--- src/rtl/alu_pkg.sv ---
// Shared opcode constants, FSM state encoding and command payload for the ALU command sequencer.
package alu_pkg;

  localparam int unsigned OP_W  = 3;
  localparam int unsigned OPD_W = 4;
  localparam int unsigned CMD_W = OP_W + 2 * OPD_W;

  localparam logic [OP_W-1:0] OP_ADD = 3'd0;
  localparam logic [OP_W-1:0] OP_SUB = 3'd1;
  localparam logic [OP_W-1:0] OP_MUL = 3'd2;
  localparam logic [OP_W-1:0] OP_DIV = 3'd3;
  localparam logic [OP_W-1:0] OP_AND = 3'd4;
  localparam logic [OP_W-1:0] OP_OR  = 3'd5;
  localparam logic [OP_W-1:0] OP_NOP = 3'd7;

  typedef enum logic [1:0] {
    IDLE  = 2'd0,
    EXEC  = 2'd1,
    LATCH = 2'd2,
    RESP  = 2'd3
  } state_e;

  typedef struct packed {
    logic [OP_W-1:0]  op;
    logic [OPD_W-1:0] a;
    logic [OPD_W-1:0] b;
  } cmd_t;

  // Ops 6/7 are undefined and a divide by zero is rejected before reaching the ALU.
  function automatic logic is_err_cmd(input cmd_t c);
    return (c.op == 3'd6) || (c.op == 3'd7) || ((c.op == OP_DIV) && (c.b == '0));
  endfunction

endpackage

--- src/rtl/alu_cmd_fifo.sv ---
// Circular command FIFO with occupancy counter; head entry is visible combinationally.
module alu_cmd_fifo #(
  parameter int unsigned DEPTH = 4,
  parameter int unsigned WIDTH = 11
) (
  input  logic                     clk,
  input  logic                     rst,
  input  logic                     push,
  input  logic [WIDTH-1:0]         wdata,
  input  logic                     pop,
  output logic [WIDTH-1:0]         rdata,
  output logic [$clog2(DEPTH):0]   count,
  output logic                     full,
  output logic                     empty
);

  localparam int unsigned PTR_W = $clog2(DEPTH);
  localparam int unsigned CNT_W = PTR_W + 1;

  logic [WIDTH-1:0] mem [DEPTH];
  logic [PTR_W-1:0] wr_ptr;
  logic [PTR_W-1:0] rd_ptr;

  assign full  = (count == CNT_W'(DEPTH));
  assign empty = (count == '0);
  assign rdata = mem[rd_ptr];

  // Storage needs no reset: entries are only read once counted in.
  always_ff @(posedge clk) begin
    if (push) mem[wr_ptr] <= wdata;
  end

  always_ff @(posedge clk) begin
    if (rst) begin
      wr_ptr <= '0;
      rd_ptr <= '0;
      count  <= '0;
    end else begin
      if (push) wr_ptr <= wr_ptr + PTR_W'(1);
      if (pop)  rd_ptr <= rd_ptr + PTR_W'(1);
      case ({push, pop})
        2'b10:   count <= count + CNT_W'(1);
        2'b01:   count <= count - CNT_W'(1);
        default: count <= count;
      endcase
    end
  end

endmodule

--- src/rtl/alu_cmd_sequencer.sv ---
// Queues ALU commands, issues them one at a time to a registered ALU and returns results in order.
module alu_cmd_sequencer
  import alu_pkg::*;
#(
  parameter int unsigned DEPTH = 4
) (
  input  logic                   clk,
  input  logic                   rst,
  input  logic                   in_valid,
  output logic                   in_ready,
  input  logic [2:0]             in_op,
  input  logic [3:0]             in_a,
  input  logic [3:0]             in_b,
  output logic [2:0]             alu_op,
  output logic [7:0]             alu_a,
  output logic [7:0]             alu_b,
  input  logic [7:0]             alu_result,
  output logic                   out_valid,
  input  logic                   out_ready,
  output logic [7:0]             out_data,
  output logic                   out_err,
  output logic [$clog2(DEPTH):0] count
);

  state_e           state;
  cmd_t             head;
  logic [CMD_W-1:0] head_raw;
  logic             fifo_full;
  logic             fifo_empty;
  logic             push_c;
  logic             pop_c;

  assign in_ready = !fifo_full;
  assign push_c   = in_valid && in_ready && !rst;
  assign head     = cmd_t'(head_raw);

  // Error heads leave straight from IDLE; valid heads leave at the end of EXEC.
  always_comb begin
    pop_c = 1'b0;
    if (state == EXEC) pop_c = 1'b1;
    else if ((state == IDLE) && !fifo_empty && is_err_cmd(head)) pop_c = 1'b1;
  end

  alu_cmd_fifo #(
    .DEPTH(DEPTH),
    .WIDTH(CMD_W)
  ) u_fifo (
    .clk   (clk),
    .rst   (rst),
    .push  (push_c),
    .wdata (CMD_W'({in_op, in_a, in_b})),
    .pop   (pop_c),
    .rdata (head_raw),
    .count (count),
    .full  (fifo_full),
    .empty (fifo_empty)
  );

  always_ff @(posedge clk) begin
    if (rst) begin
      state     <= IDLE;
      out_valid <= 1'b0;
      out_data  <= 8'h00;
      out_err   <= 1'b0;
      alu_op    <= OP_NOP;
      alu_a     <= 8'h00;
      alu_b     <= 8'h00;
    end else begin
      case (state)
        IDLE: begin
          if (!fifo_empty) begin
            if (is_err_cmd(head)) begin
              state     <= RESP;
              out_valid <= 1'b1;
              out_data  <= 8'h00;
              out_err   <= 1'b1;
            end else begin
              state  <= EXEC;
              alu_op <= head.op;
              alu_a  <= {4'b0000, head.a};
              alu_b  <= {4'b0000, head.b};
            end
          end
        end
        EXEC: state <= LATCH;
        // Operands stay put through LATCH so the registered ALU output is for this command.
        LATCH: begin
          state     <= RESP;
          out_valid <= 1'b1;
          out_data  <= alu_result;
          out_err   <= 1'b0;
          alu_op    <= OP_NOP;
          alu_a     <= 8'h00;
          alu_b     <= 8'h00;
        end
        RESP: begin
          if (out_ready) begin
            state     <= IDLE;
            out_valid <= 1'b0;
          end
        end
        default: state <= IDLE;
      endcase
    end
  end

endmodule

--- config.mk ---
export PLATFORM = sky130hd
export DESIGN_NAME = alu_cmd_sequencer
export DESIGN_NICKNAME = d
export VERILOG_FILES = /design/src/rtl/alu_pkg.sv /design/src/rtl/alu_cmd_fifo.sv /design/src/rtl/alu_cmd_sequencer.sv
export SDC_FILE = /design/constraint.sdc
export NUM_CORES = 1
export LEC_CHECK = 0
export CAP_MARGIN = 20
export CORE_AREA = 5 5 93 95
export CTS_BUF_LIST = sky130_fd_sc_hd__clkbuf_4 sky130_fd_sc_hd__clkbuf_8 sky130_fd_sc_hd__clkbuf_16
export DETAILED_ROUTE_END_ITERATION = 6
export DIE_AREA = 0 0 98 100
export HOLD_SLACK_MARGIN = 0.08
export PLACE_DENSITY = 0.68
export SLEW_MARGIN = 15
export SYNTH_ARGS = -nofsm -noshare
export SYNTH_HDL_FRONTEND = slang
export SYNTH_SLANG_ARGS = --single-unit
--- constraint.sdc ---
create_clock -name clk -period 2.65 [get_ports clk]
set_input_delay 0.53 -clock clk [delete_from_list [all_inputs] [get_ports clk]]
set_output_delay 0.53 -clock clk [all_outputs]
set_load 0.01 [all_outputs]
==> results.md, run 1 <==
* Dpl cell area at 3860 sq um
* Initial antenna violation count at 0
* P_leak at 0.00152 uW
* Unrepaired setup endpoints after global routing: true
* Clock Sinks at 76
* YS warnings at 0
* Rows at 32
* Core area at 7650 sq um
* Overall routed net length at 5910 um
* Min Tclk post-route at 2560 ps
* Crit start category: flop
* Setup-failing EPs final at 0
* CTS Root Buffer Type: clkbuf_8
* Seq pwr share at 0.396
* Synth top area cells: edfxtp_1 41%, dfxtp_1 20%, mux4_1 7.4%
* Setup Crit Path Kind: reg2reg
* TritonRoute pass-1 iters at 4
* Die area at 9800 sq um
* Post-synth EDFFs at 44
* Setup slack, reg-to-reg at 90 ps
* Sequential area share after synthesis at 0.612
* Reg-to-reg endpoint: u_fifo.count[2]
* Vias in the first global route at 1894
* Cell count of the worst reg-to-reg path at 9
* Net Sw Frac at 0.333
* CP endpoint: u_fifo.count[2]
* Port-buffer cells at 47
* Period utilization at 0.966
* Max IR drop VDD at 0.000393 V
* Dpl hpwl at 4160 um
* Top cell type's share of synthesized area at 0.412
* Chip height at 100 um
* Clock-pin transition on the worst setup and hold timing paths at 80 ps
* Yosys top cell by area: edfxtp_1
* Congestion Overflow GR at 0
* Worst skew pair latency at 350 ps
* I/O pins at 56
* Routability Congestion at 0.773
* Antenna fix cells at 0
* Worst Hold Margin at 477 ps
* DRC viols at 0
* Drt wl/cell at 14.9 um
* Relative slew margins at 0.493
* Psw at 1330 uW
* Min-delay worst type: reg2reg
* Ys async rst share at 0
* Cell area after layout at 4080 sq um
* First-pass GRT wire length at 9670 um
* Arrival @ worst endpoint at 2800 ps
* DRT antenna net count at 0
* Synth Flop Type: edfxtp_1
* Pins Over Slew Limit at 0
* Largest fanout on the critical path at 8
* Vias at 1921
* Total CTS buffers at 9
* GRT Total Usage at 0.129
* Netlist cell types at 46
* Layout cells sized above 1 at 0.186
* Die Wd at 98 um
* DR iter-0 viols at 69
* Largest net degree at the start of global routing at 30
* Most common library cell in the layout ignoring fill and taps: clkdlybuf4s50_1
* Clock skew at 6.47 ps
* Htree depth at 3
* Drt via density at 4.84
* Worst-Margin Slew at 755 ps
* Max cap viols at 0
* Area grow syn2layout at 27.3%
* Commonest non-fill, non-tap cells in the layout: 47 x clkdlybuf4s50_1, 44 x edfxtp_1, 30 x dfxtp_1, 19 x buf_4, 13 x nand2_1
* Post-Syn Instances at 218
* Fmax at 0.391 GHz
* PD cells at 976 nW/um^2
* Yosys reg bits at 76
* Outcome: finished clean
* Clock power frac at 0.204
* Internal at 2660 uW
* CTS tree: done
* Power share of the combinational group at 0.400
* Initial core utilization at 0.419
* Netlist Area Pre-Place at 3210 sq um
* Total chip power at 3980 uW
* Clock Tree Buf Depth at 2
* Crit path required time at 2900 ps
* Final Net Count at 322
* Fin. Hold Viols at 0
* Mean Syn Cell Area at 14.7 sq um
* Setup crit end kind: flop
-- layout make-up --
cell class / count / area (sq um)
Fill cell: 649 / 3570
Multi-Input combinational cell: 129 / 1140
Sequential cell: 76 / 1970
Clock inverter: 7 / 58.8
Tap cell: 102 / 128
Timing Repair Buffer: 67 / 633
Inverter: 7 / 26.3
Clock buffer: 9 / 124
-- state kept, by name, indices dropped and copies added, names as in the netlist, named ones only --
| name | cells |
|---|---|
| alu_a | 4 |
| alu_b | 4 |
| alu_op | 3 |
| out_data | 8 |
| out_err | 1 |
| out_valid | 1 |
| state | 2 |
| u_fifo.count | 3 |
| u_fifo.mem | 44 |
| u_fifo.rd_ptr | 2 |
| u_fifo.wr_ptr | 2 |
-- repair_timing --
| item | CTS | global route |
|---|---|---|
| cloned | 0 | 0 |
| pin swaps | 0 | 2 |
| hold buffers | 0 | 0 |
| gates resized for setup | 2 | 7 |
| hold endpoints to repair | 0 | 0 |
| setup endpoints to repair | 1 | 1 |
| setup buffers | 0 | 5 |
-- logic make-up after synthesis --
| group | after synthesis | synth area share |
|---|---|---|
| simple gates | 53 | 0.0933 |
| mux | 23 | 0.126 |
| other cells | 1 | 0.00117 |
| buf+inv | 20 | 0.0390 |
| flops | 76 | 0.612 |
| compound gates | 33 | 0.0808 |
| xor+xnor | 3 | 0.0105 |
| fa+ha+maj | 9 | 0.0375 |
-- per-layer routing --
layer  track usage  part of all wire  vias to the layer above
met4        0.0703             0.023                        0
met2         0.212              0.49                       46
li1              -                 -                      945
met1         0.154              0.44                      921
met5             0                 0                        -
met3        0.0347             0.047                        9
-- worst min path at each step --
stage           startpoint     endpoint  slack, ps  cells after the start
5_1_grt        out_data[1]  out_data[1]        500                      2
4_1_cts        out_data[1]  out_data[1]        480                      2
6_report       out_data[1]  out_data[1]        480                      2
3_3_place_gp   out_data[5]  out_data[5]        460                      2
2_1_floorplan     state[1]     state[1]        460                      2
3_5_place_dp      alu_a[2]     alu_a[2]        470                      1
-- power groups by stage --
stage	combinational, uW	sequential, uW	clock (uW)
global route	1760	1600	889
CTS	1540	1580	831
global placement	1510	1590	0
detailed placement	1530	1600	0
floorplan	948	1600	0
finish	1590	1580	814
-- through the flow --
step,util,std cells,setup TNS (ps),worst slack (ps)
2_1_floorplan,-,225,0,25.3
3_3_place_gp,0.504,376,0,23.9
3_5_place_dp,0.504,376,-40.0,-40.0
4_1_cts,0.529,392,0,7.92
5_1_grt,0.534,397,-23.8,-23.8
6_report,0.534,397,0,91.0
-- cell usage after synthesis, types with 2 or more instances --
cell type	instances
buf_4	9
ha_1	8
a211oi_1	3
a22o_1	7
a21oi_1	6
buf_6	2
nand2_1	13
mux4_2	2
and2_1	5
mux2i_1	10
nand2b_1	11
nor2b_1	4
mux4_1	9
mux2_2	2
o22a_1	3
xnor2_1	2
edfxtp_1	44
o21ai_0	2
nor2_1	12
inv_1	7
dfxtp_1	32
-- critical path: stages (launching register included) --
cell and delay (ps):
dfxtp_4 380, buf_12 130, mux4_2 500, or2_4 280, o31a_4 350, nor2_4 90
fa_2 200, nor2_1 40, mux2i_1 130, mux2_2 340
(Power assumes the default switching activity.)
==> inputs of run 2 (changes only) <==
SLEW_MARGIN = unset   (was 15)
==> results of run 2 <==
Same layout as run 1: the final DEF is identical, and so are final timing and power.
==> inputs of run 3 (changes only) <==
HOLD_SLACK_MARGIN = 0.06   (was 0.08)
==> results of run 3 <==
Same layout as run 1: the final DEF is identical, and so are final timing and power.
